==> config.mk <==
export PLATFORM = sky130hd
export DESIGN_NAME = strobe_channel_scheduler
export DESIGN_NICKNAME = d
export VERILOG_FILES = /design/src/rtl/strobe_channel_scheduler.sv
export SDC_FILE = /design/constraint.sdc
export NUM_CORES = 1
export LEC_CHECK = 0
export BUFFER_PORTS_ARGS = -buffer_cell sky130_fd_sc_hd__buf_2
export CORE_MARGIN = 4
export CORE_UTILIZATION = 30
export DETAILED_ROUTE_END_ITERATION = 6
export SYNTH_ARGS = -nofsm -noshare
export SYNTH_HDL_FRONTEND = slang
export SYNTH_SLANG_ARGS = --single-unit
export TNS_END_PERCENT = 1
==> constraint.sdc <==
create_clock -name clk -period 6 [get_ports clk]
set_clock_uncertainty 0.2 [all_clocks]
set_input_delay 0 -clock clk [delete_from_list [all_inputs] [get_ports clk]]
set_output_delay 0 -clock clk [all_outputs]
set_load 0.01 [all_outputs]
==> src/rtl/strobe_channel_scheduler.sv <==
// Time-shared periodic strobe generator: one increment/compare datapath visits
// NUM_CH channels round-robin, one channel per clock.
module strobe_channel_scheduler #(
  parameter int NUM_CH = 4,
  parameter int WIDTH  = 16,
  localparam int CH_BITS = $clog2(NUM_CH)
) (
  input  logic               clk,
  input  logic               rst_n,
  input  logic               cfg_valid,
  output logic               cfg_ready,
  input  logic [CH_BITS-1:0] cfg_ch,
  input  logic [WIDTH-1:0]   cfg_period,
  input  logic               cfg_enable,
  input  logic [NUM_CH-1:0]  ack,
  output logic [NUM_CH-1:0]  strobe,
  output logic [NUM_CH-1:0]  pending,
  output logic [NUM_CH-1:0]  overrun,
  output logic [CH_BITS-1:0] slot
);

  logic [CH_BITS-1:0] slot_q, slot_d;
  logic [WIDTH-1:0]   period_q [NUM_CH];
  logic [WIDTH-1:0]   period_d [NUM_CH];
  logic [WIDTH-1:0]   cnt_q    [NUM_CH];
  logic [WIDTH-1:0]   cnt_d    [NUM_CH];
  logic [NUM_CH-1:0]  en_q, en_d;
  logic [NUM_CH-1:0]  strobe_q, strobe_d;
  logic [NUM_CH-1:0]  pending_q, pending_d;
  logic [NUM_CH-1:0]  overrun_q, overrun_d;
  logic [NUM_CH-1:0]  cfg_sel, visit;
  logic               cfg_ready_q, cfg_ready_d;
  logic               cfg_fire;

  // Config handshake: a write transfers on cfg_valid && cfg_ready. cfg_ready is
  // a flop that drops for exactly one cycle after every transfer, so the
  // producer may hold cfg_valid high and the next write lands two clocks later.
  assign cfg_fire    = cfg_valid && cfg_ready_q;
  assign cfg_ready_d = !cfg_fire;

  always_comb begin
    slot_d = slot_q + CH_BITS'(1);
    if (slot_q == CH_BITS'(NUM_CH - 1)) begin
      slot_d = '0;
    end
  end

  always_comb begin
    cfg_sel  = '0;
    visit    = '0;
    strobe_d = '0;
    en_d     = en_q;
    for (int c = 0; c < NUM_CH; c++) begin
      period_d[c] = period_q[c];
      cnt_d[c]    = cnt_q[c];
      cfg_sel[c]  = cfg_fire && (cfg_ch == CH_BITS'(c));
      visit[c]    = (slot_q == CH_BITS'(c));
      // An accepted write overrides the visit of the same channel.
      if (cfg_sel[c]) begin
        period_d[c] = cfg_period;
        en_d[c]     = cfg_enable;
        cnt_d[c]    = WIDTH'(1);
      end else if (visit[c] && en_q[c] && (period_q[c] != '0)) begin
        if (cnt_q[c] == period_q[c]) begin
          cnt_d[c]    = WIDTH'(1);
          strobe_d[c] = 1'b1;
        end else begin
          cnt_d[c] = cnt_q[c] + WIDTH'(1);
        end
      end
    end
    // Sticky flags: a new strobe beats an ack arriving on the same edge.
    pending_d = (pending_q & ~ack) | strobe_d;
    overrun_d = (overrun_q & ~ack) | (strobe_d & pending_q);
  end

  always_ff @(posedge clk or negedge rst_n) begin
    if (!rst_n) begin
      slot_q      <= '0;
      en_q        <= '0;
      strobe_q    <= '0;
      pending_q   <= '0;
      overrun_q   <= '0;
      cfg_ready_q <= 1'b1;
      for (int c = 0; c < NUM_CH; c++) begin
        period_q[c] <= '0;
        cnt_q[c]    <= WIDTH'(1);
      end
    end else begin
      slot_q      <= slot_d;
      en_q        <= en_d;
      strobe_q    <= strobe_d;
      pending_q   <= pending_d;
      overrun_q   <= overrun_d;
      cfg_ready_q <= cfg_ready_d;
      for (int c = 0; c < NUM_CH; c++) begin
        period_q[c] <= period_d[c];
        cnt_q[c]    <= cnt_d[c];
      end
    end
  end

  assign cfg_ready = cfg_ready_q;
  assign strobe    = strobe_q;
  assign pending   = pending_q;
  assign overrun   = overrun_q;
  assign slot      = slot_q;

endmodule

==> results of run 1 <==
[per-layer routing]
layer / part of all wire / GRT usage
met2: 0.48 / 0.2288
met5: 0 / 0
met3: 0.035 / 0.03187
met1: 0.48 / 0.1963
met4: 0.0089 / 0.02964
[registers in the layout, indices dropped and copies added (netlist names)]
register   flops
cnt_q         64
period_q      64
en_q           4
overrun        4
pending        4
strobe         4
slot           2
cfg_ready      1
[what timing repair did]
action | in CTS | in global routing
resized for setup | 0 | 0
endpoints found under the hold margin | 152 | 0
hold buffers | 28 | 0
[stage by stage]
| stage | setup WS (ns) | instance area, µm² | std cells |
|---|---|---|---|
| finish | 3.201 | 8992 | 1241 |
| global route | 2.898 | 8992 | 1241 |
| detailed placement | 3.217 | 8054 | 1182 |
| floorplan | 3.797 | 7606 | 850 |
| CTS | 3.219 | 8992 | 1241 |
| global placement | 3.215 | 8054 | 1182 |
[worst max-delay path by stage]
stage | startpoint | endpoint | slack [ns] | depth (start not counted)
after floorplan | cnt_q[16] | cnt_q[30] | 3.80 | 6
after global placement | cnt_q[11] | cnt_q[11] | 3.21 | 5
after CTS | cnt_q[18] | cnt_q[23] | 3.22 | 5
after global routing | cnt_q[2] | cnt_q[11] | 2.90 | 5
final | cnt_q[18] | cnt_q[23] | 3.20 | 5
after detailed placement | cnt_q[2] | cnt_q[11] | 3.22 | 5
[area by class of cell]
class / instances / area, µm²
Inverter: 19 / 71.32
Clock buffer: 18 / 429.2
Multi-Input combinational cell: 639 / 3626
Timing Repair Buffer: 75 / 556.8
Fill cell: 2516 / 16040
Sequential cell: 147 / 3685
Tap cell: 330 / 412.9
Clock inverter: 13 / 211.5
[cell families after synthesis]
family                   count (synthesis)
XOR/XNOR                                79
adder cells (fa/ha/maj)                  8
flip-flops                             147
multiplexers                             3
AO/OA/AOI/OAI                           97
buffers and inverters                   64
AND/OR/NAND/NOR                        452
[cells in the mapped netlist (all sizes together) (2+ instances only)]
library cell / count / area share
a21o: 5 / 0.0049
a21oi: 4 / 0.0026
a22o: 19 / 0.022
a22oi: 8 / 0.0079
a31o: 12 / 0.014
a31oi: 8 / 0.0066
a32oi: 2 / 0.0023
a41oi: 3 / 0.0035
and2: 9 / 0.0081
and3: 12 / 0.010
and4: 6 / 0.0069
buf: 17 / 0.013
clkbuf: 28 / 0.018
dfrtp: 142 / 0.47
dfstp: 5 / 0.017
ha: 8 / 0.013
inv: 19 / 0.0094
mux2i: 3 / 0.0039
nand2: 259 / 0.13
nand3: 34 / 0.023
nand4: 20 / 0.016
nor2: 44 / 0.022
nor3: 17 / 0.011
nor4: 42 / 0.035
o211a: 2 / 0.0026
o211ai: 7 / 0.0069
o21ai: 8 / 0.0053
o22ai: 3 / 0.0025
o311ai: 5 / 0.0058
o31ai: 4 / 0.0039
o41ai: 2 / 0.0023
or2: 2 / 0.0016
or3: 2 / 0.0016
xnor2: 14 / 0.016
xor2: 65 / 0.075
[placed cells by master, fill, tap and decap left out, types with 4 or more instances in the layout]
cell / instances
a21o_1: 5
nor4_1: 42
and2_1: 6
a21oi_1: 4
buf_2: 39
buf_4: 7
a22oi_1: 8
and3_1: 11
o21ai_0: 7
nor2_1: 44
xor2_1: 65
a31oi_1: 8
xnor2_1: 14
ha_1: 8
nand3_1: 33
and4_1: 6
dfrtp_1: 142
a22o_1: 19
o311ai_0: 5
clkbuf_16: 17
o211ai_1: 7
clkinvlp_4: 4
inv_1: 19
dfstp_2: 5
a31o_2: 11
o31ai_1: 4
nand4_1: 20
nor3_1: 15
dlygate4sd3_1: 27
nand2_1: 259
bufinv_16: 5
[worst max-delay path: cells and delay by family, from the launching register on]
family          cells  cell delay [ns]
simple gates        3             1.51
xor+xnor            1             0.19
flops               1             0.47
compound gates      1             0.30
[power breakdown]
part           leakage [nW]  internal [W]  switching, W
logic                  2.12      0.000199      0.000229
clock network         0.298      0.000736      0.000434
registers              1.90       0.00114      0.000183
==> impl_metrics.py, run 1 <==
metrics = {
    "run_status": {
        "status": "finished clean",
    },
    "die": {
        "rows": 58,
        "die_height_um": 167.2,
        "die-width_um": 167.2,
        "ios": 41,
        "start_util": 0.3038,
        "core_region_area_um2": 25040,
        "dieArea_um2": 27960,
    },
    "cells_and_area": {
        "syn_to_final_growth_pct": 18.23,
        "fin_nets": 933,
        "n_antenna_cell": 0,
        "drive_gt1_frac": 0.1120,
        "utilization": 0.3592,
    },
    "global_route": {
        "gr-usage-all-layers": 0.1415,
        "grt_pass1_vias": 6104,
        "grt_first_pass_wirelength_um": 32310,
        "grt_max_degree": 76,
        "antenna_found_initial": 0,
        "grt.overflow.total": 0,
    },
    "cts": {
        "htreeDepth": 4,
        "clkTransAtPathRegs_ns": 0.06,
        "cts_buffers": 17,
        "post-cts-setup-buffer-count": 0,
        "cts_root_buffer": "clkbuf_16",
        "ctsLongestPathBuffers": 2,
        "clk_latency_ns": 0.43,
        "cts_tree": "done",
        "numClockSinks": 147,
    },
    "setup_path": {
        "r2r_slack_ns": 3.20,
        "worstPathArrival_ns": 2.91,
        "reg2reg_to": "cnt_q[23]",
        "r2r-start": "cnt_q[18]",
        "reg2regPathDepth": 5,
        "cp.required_ns": 6.11,
        "crit_slowest_cell": "nand4_1",
        "start_kind": "register",
        "critPathMaxStageDelay_ns": 0.69,
        "crit_type": "register to register",
        "end_kind": "register",
        "cp_max_fo": 20,
        "crit_path_cell_trace": "xor2_1, nor4_1, nand4_1, and2_4, a221o_1",
    },
    "hold_path": {
        "holdCritPathClass": "primary input to register",
        "whs_endpoint": "cfg_ready",
        "min_path_cells": 3,
        "hold_start": "cfg_valid",
    },
    "placed_design": {
        "dpl.hpwl_um": 12700,
        "place.gp.congestion": 0.7973,
        "port_buffers": 40,
    },
    "logic_synthesis": {
        "synthSimpleGateAreaFrac": 0.2683,
        "synth-edff-count": 0,
        "ys_seq_elements": 147,
        "synth-compound-area-share": 0.09903,
        "synth.distinct_cells": 57,
        "synth.avg_cell_area_um2": 8.948,
        "syn-num-nets": 884,
        "synth_seq_area_share": 0.4845,
        "async_flop_share": 1.000,
        "synth_warnings": 0,
        "synth_area_um2": 7606,
        "synth_top_family_by_area": "simple AND/OR/NAND/NOR gates",
        "ys.flop_type": "dfrtp_1",
        "synth_mux_area_frac": 0.003948,
        "synthXorXnorAreaFrac": 0.09097,
        "synth_fa_ha_area_frac": 0.01316,
        "synthCells": 850,
    },
    "timing": {
        "post-route-period-util": 0.4665,
        "min_period_ns": 2.799,
        "clock.fmax_mhz": 357.3,
        "final_hold_viol_count": 0,
        "whs_ns": 0.1744,
        "setup_viol": 0,
        "report.final.slew_viol_count": 0,
        "maxSlewHeadroom": 0.2980,
        "tns_ns": 0,
        "rsz0062_at_grt": "false",
        "worst_slew_pin_slew_ns": 1.049,
    },
    "routing": {
        "wl_per_cell_um": 15.41,
        "detail-route-antenna-nets": 0,
        "finalWirelength_um": 19130,
        "drc": 0,
        "via_count": 6095,
        "drtIter0Drc": 381,
        "drt-vias-per-instance": 4.911,
        "first_pass_iters": 5,
    },
    "power": {
        "p_per_area_nw_per_um2": 324.8,
        "p_leak_nw": 4.325,
        "irDropWorstVdd_mv": 0.1523,
        "p_total_w": 0.002921,
    },
    "job": {
        "max_cap_viol_count": 0,
    },
}
(Power assumes the default switching activity.)
==> run 2, diff against run 1 <==
==> constraint.sdc (replaced) <==
create_clock -name clk -period 2.7 [get_ports clk]
set_clock_uncertainty 0.2 [all_clocks]
set_input_delay 0 -clock clk [delete_from_list [all_inputs] [get_ports clk]]
set_output_delay 0 -clock clk [all_outputs]
set_load 0.01 [all_outputs]
==> run 2 against run 1 <==
Global-route usage is 0.17 points higher; first-iteration DRC count is 1.0% higher; utilization is 0.095 points higher; highest routed layer unchanged; critical path depth is 1 higher; flip-flop and latch count stayed put; largest cell class unchanged; sequential share of layout area is 0.11 points lower; maximum frequency is 14% higher; final area is 0.26% higher; worst setup slack worse by 3.0 ns; register-to-register slack worse by 3.0 ns; die area stayed put; non-clock buffer count is 11 higher.
==> impl_metrics.py, run 2 (same netlist as run 1, synthesis figures left out) <==
metrics = {
    "routing": {
        "drc": 0,
        "detail-route-antenna-nets": 0,
        "via_count": 6273,
        "drt-met1-wl_um": 9188,
        "finalWirelength_um": 19560,
        "wl_met3_um": 684,
        "first_pass_iters": 4,
        "dr.max_layer_used": "met4",
        "drtIter0Drc": 385,
        "wl_met2_um": 9299,
        "wl_per_cell_um": 15.61,
        "drt-vias-per-instance": 5.006,
    },
    "cells_and_area": {
        "n_antenna_cell": 0,
        "fillers": 2550,
        "mostFrequentLayoutCells": "nand2_1, dfrtp_1, xor2_1, nor2_1, nor4_1",
        "final_common_cell": "nand2_1",
        "reg.largest.list": "cnt_q: 64 flops, period_q: 64 flops",
        "fin_nets": 944,
        "stdcell_area_um2": 9016,
        "syn_to_final_growth_pct": 18.54,
        "drive_gt1_frac": 0.1257,
    },
    "placed_design": {
        "port_buffers": 40,
        "place.gp.congestion": 0.8168,
        "dpl.hpwl_um": 13360,
        "place_ws_ns": 0.2474,
        "place_area_um2": 8169,
    },
    "setup_path": {
        "cp-startpoint": "cnt_q[16]",
        "cpMostUsedCell": "nand3_1",
        "cp_max_fo": 7,
        "path_buf_inv": 0,
        "end_kind": "register",
        "reg2regPathDepth": 6,
        "r2r-start": "cnt_q[16]",
        "crit_type": "register to register",
        "start_kind": "register",
        "path_depth": 6,
        "critPathMaxStageDelay_ns": 0.61,
        "crit_path_cell_trace": "ha_1, nand3_1, nor4_1, nand3_1, a31o_2, a22o_1",
        "crit_slowest_cell": "dfstp_2",
        "cp.required_ns": 2.82,
        "worstPathArrival_ns": 2.58,
        "crit_family": "simple AND/OR/NAND/NOR gates",
    },
    "power": {
        "p_per_area_nw_per_um2": 687.1,
        "irDropWorstVdd_mv": 0.3738,
        "p_leak_nw": 4.365,
        "p_total_w": 0.006195,
    },
    "die": {
        "dieArea_um2": 27960,
        "rows": 58,
        "core_region_area_um2": 25040,
        "ios": 41,
        "start_util": 0.3038,
        "die_height_um": 167.2,
        "die-width_um": 167.2,
    },
    "timing": {
        "final_hold_viol_count": 0,
        "whs_ns": 0.1598,
        "post-route-period-util": 0.9098,
        "min_period_ns": 2.457,
        "worst_slew_pin_slew_ns": 0.5109,
        "clock.fmax_mhz": 407.1,
        "fin_ws_ns": 0.2435,
        "rsz0062_at_grt": "false",
        "maxSlewHeadroom": 0.6563,
        "report.final.slew_viol_count": 0,
        "setup_viol": 0,
        "tns_ns": 0,
    },
    "hold_path": {
        "hold_start": "cfg_valid",
        "min_path_cells": 3,
        "holdCritPathClass": "primary input to register",
    },
    "global_route": {
        "grt_max_degree": 58,
        "grt.overflow.total": 0,
        "grt_pass1_vias": 6164,
        "antenna_found_initial": 0,
        "grt_first_pass_wirelength_um": 32800,
        "gr-usage-all-layers": 0.1432,
    },
    "cts": {
        "clkTransAtPathRegs_ns": 0.07,
        "cts_tree": "done",
        "numClockSinks": 147,
        "clk_latency_ns": 0.43,
        "post-cts-setup-buffer-count": 0,
        "htreeDepth": 4,
        "cts_root_buffer": "clkbuf_16",
        "ctsLongestPathBuffers": 2,
        "cts_buffers": 17,
    },
    "run_status": {
        "status": "finished clean",
    },
    "job": {
        "max_cap_viol_count": 0,
    },
}
run 2: cell types whose count changed in the layout (fill, tap and decap cells not counted):
cell,delta
o311ai_0,-1
clkinv_4,-1
dlygate4sd3_1,-1
buf_4,+10
clkinvlp_4,-3
inv_6,+8
inv_8,+3
o311ai_1,+1
clkbuf_1,-1
bufinv_16,-5
buf_12,+2
run 2: power breakdown:
| part | internal [W] | switching (W) |
|---|---|---|
| Combinational | 0.000456 | 0.000509 |
| Sequential | 0.00253 | 0.000412 |
| Clock | 0.00122 | 0.00107 |
run 2: worst paths after layout:
kind,to,slack [ns]
max in group asynchronous,cnt_q[48],1.52
min in group asynchronous,cnt_q[16],0.45
worst max register to register,cnt_q[30],0.24
worst min-delay path,cfg_ready,0.16
worst min register to register,en_q[3],0.28
worst max-delay path,cnt_q[30],0.24
run 2: worst min-delay path, stage by stage:
cell	delay [ns]
dlygate4sd3_1	0.52
buf_2	0.12
nand2_1	0.12
run 2: what timing repair did:
item | CTS | global route
setup endpoints to repair | 0 | 1
gates resized for setup | 0 | 1
hold buffers | 27 | 0
endpoints found under the hold margin | 222 | 0
run 2: layer usage:
layer | up-vias | GRT usage
li1 | 3063 | -
met5 | - | 0
met3 | 26 | 0.03045
met4 | 0 | 0.04058
met2 | 131 | 0.2263
met1 | 3053 | 0.1998
run 2: final cells by class:
type | instances | area (µm²) | share of cell area
inverter | 19 | 71.32 | 0.007910
sequential | 147 | 3685 | 0.4087
tap | 330 | 412.9 | 0.04580
timing repair buffer | 86 | 661.9 | 0.07341
multi-input combinational | 639 | 3626 | 0.4022
clock inverter | 15 | 133.9 | 0.01485
clock buffer | 17 | 425.4 | 0.04718
run 2: per-stage QoR:
| stage | util | cells |
|---|---|---|
| after global placement | 0.3263 | 1194 |
| after floorplan | - | 850 |
| after detailed placement | 0.3263 | 1194 |
| final | 0.3601 | 1253 |
| after global routing | 0.3601 | 1253 |
| after CTS | 0.3601 | 1253 |
==> run 3, diff against run 2 <==
==> constraint.sdc (replaced) <==
create_clock -name clk -period 3 [get_ports clk]
set_clock_uncertainty 0.2 [all_clocks]
set_input_delay 0 -clock clk [delete_from_list [all_inputs] [get_ports clk]]
set_output_delay 0 -clock clk [all_outputs]
set_load 0.01 [all_outputs]
==> run 3 against run 2 <==
The run now ends with negative hold slack left; power down 8.6%; flip-flop and latch count unchanged; worst setup slack better by 0.26 ns; worst hold slack worse by 0.18 ns; final area about the same; combinational power down 9.8%; global-route usage down 0.090 points; critical path depth down 1; count of clock-buffer cells in the layout up 5; utilization about the same; clock power down 7%; largest power group unchanged; highest routed layer unchanged.
==> impl_metrics.py, run 3 (same netlist as run 1, synthesis figures left out) <==
metrics = {
    "timing": {
        "final_hold_viol_count": 14,
        "worst_slew_pin_slew_ns": 1.006,
        "report.final.slew_viol_count": 0,
        "setup_viol": 0,
        "maxSlewHeadroom": 0.3245,
        "tns_ns": 0,
        "min_period_ns": 2.493,
        "fin_ws_ns": 0.5070,
        "post-route-period-util": 0.8310,
        "whs_ns": -0.01609,
        "clock.fmax_mhz": 401.1,
        "rsz0062_at_grt": "false",
    },
    "cts": {
        "numClockSinks": 147,
        "clk_latency_ns": 0.42,
        "ctsLongestPathBuffers": 2,
        "cts_root_buffer": "clkbuf_16",
        "htreeDepth": 4,
        "cts_tree": "done",
        "clkTransAtPathRegs_ns": 0.06,
        "cts_buffers": 17,
        "post_cts_resized": 0,
    },
    "die": {
        "die_height_um": 167.2,
        "core_region_area_um2": 25040,
        "start_util": 0.3038,
        "rows": 58,
        "die-width_um": 167.2,
        "dieArea_um2": 27960,
        "ios": 41,
    },
    "job": {
        "max_cap_viol_count": 0,
    },
    "placed_design": {
        "place.gp.congestion": 0.7992,
        "place_area_um2": 8149,
        "placed_cells": 1193,
        "port_buffers": 40,
        "place_ws_ns": 0.4645,
        "dpl.hpwl_um": 13280,
    },
    "routing": {
        "first_pass_iters": 6,
        "wl_met2_um": 9545,
        "finalWirelength_um": 19780,
        "wl_met3_um": 656,
        "drt-met1-wl_um": 9287,
        "via_count": 6214,
        "dr.max_layer_used": "met4",
        "drt-vias-per-instance": 4.963,
        "wl_per_cell_um": 15.80,
        "detail-route-antenna-nets": 0,
        "drtIter0Drc": 451,
        "drc": 0,
    },
    "cells_and_area": {
        "fillers": 2538,
        "final_common_cell": "nand2_1",
        "fin_nets": 943,
        "reg.largest.list": "cnt_q: 64 flops, period_q: 64 flops",
        "stdcell_area_um2": 9009,
        "syn_to_final_growth_pct": 18.44,
        "mostFrequentLayoutCells": "nand2_1, dfrtp_1, xor2_1, nor2_1, nor4_1",
        "n_antenna_cell": 0,
        "drive_gt1_frac": 0.1226,
        "stdcell_count": 1252,
    },
    "hold_path": {
        "holdCritPathClass": "primary input to asynchronous set/reset pin",
    },
    "power": {
        "p_leak_nw": 4.356,
        "irDropWorstVdd_mv": 0.2886,
        "p_per_area_nw_per_um2": 628.3,
    },
    "setup_path": {
        "r2r-start": "cnt_q[41]",
        "worstPathArrival_ns": 2.56,
        "crit_type": "register to register",
        "r2r_slack_ns": 0.51,
        "end_kind": "register",
        "reg2reg_to": "cnt_q[34]",
        "cp_max_fo": 14,
        "cp.required_ns": 3.07,
        "start_kind": "register",
        "reg2regPathDepth": 5,
    },
    "run_status": {
        "violations": "negative hold slack",
        "status": "finished with violations",
    },
    "global_route": {
        "grt_pass1_vias": 6073,
        "grt.overflow.total": 0,
        "antenna_found_initial": 0,
        "grt_first_pass_wirelength_um": 32680,
        "grt_max_degree": 79,
        "gr-usage-all-layers": 0.1423,
    },
}
-- run 3: cell count changes in the layout (fill, tap and decap cells not counted), moves of 2 or more --
| cell | previous run | this run |
|---|---|---|
| inv_6 | 8 | 0 |
| clkinv_2 | 1 | 6 |
| bufinv_16 | 0 | 2 |
| inv_8 | 3 | 0 |
| clkinv_4 | 2 | 0 |
| clkbuf_8 | 0 | 4 |
-- run 3: report_power, final --
group,internal (W),switching (W)
logic,0.000405,0.000465
registers,0.00228,0.000370
clock network,0.00130,0.000837
total,0.00399,0.00167
-- run 3: critical path, stage by stage (launching register included) --
cell     delay [ns]
dfrtp_1        0.46
xor2_1         0.19
nor4_1         0.32
nand4_1        0.22
o21ai_1        0.83
nor2_1         0.12
-- run 3: how the worst max path moves through the flow --
stage                   start        end  slack [ns]  depth (start not counted)
global placement    cnt_q[44]  cnt_q[44]        0.51                          5
finish              cnt_q[41]  cnt_q[34]        0.51                          5
floorplan           cnt_q[16]  cnt_q[30]        0.80                          6
global route        cnt_q[44]  cnt_q[36]        0.22                          5
detailed placement  cnt_q[41]  cnt_q[34]        0.46                          5
CTS                 cnt_q[41]  cnt_q[34]        0.46                          5
-- run 3: final cells by class --
class | instances | area (µm²) | area share
clock inverter | 10 | 105.1 | 0.01167
timing repair buffer | 85 | 624.3 | 0.06931
multi-input combinational | 639 | 3626 | 0.4025
clock buffer | 22 | 484.2 | 0.05375
tap | 330 | 412.9 | 0.04583
inverter | 19 | 71.32 | 0.007917
sequential | 147 | 3685 | 0.4090
-- run 3: what timing repair did --
action | CTS | global route
hold endpoints to repair | 208 | 0
setup buffers | 0 | 0
hold buffers | 27 | 0
-- run 3: per-layer routing --
metal	GRT usage	up-vias
li1	-	3055
met1	0.1943	3029
met2	0.2355	109
met3	0.02880	21
met4	0.03140	0
met5	0	-
-- run 3: metrics by stage --
step,power (W),util
CTS,0.005705,0.3598
detailed placement,0.003531,0.3255
finish,0.005660,0.3598
global route,0.005953,0.3598
global placement,0.003505,0.3255
floorplan,0.003230,-
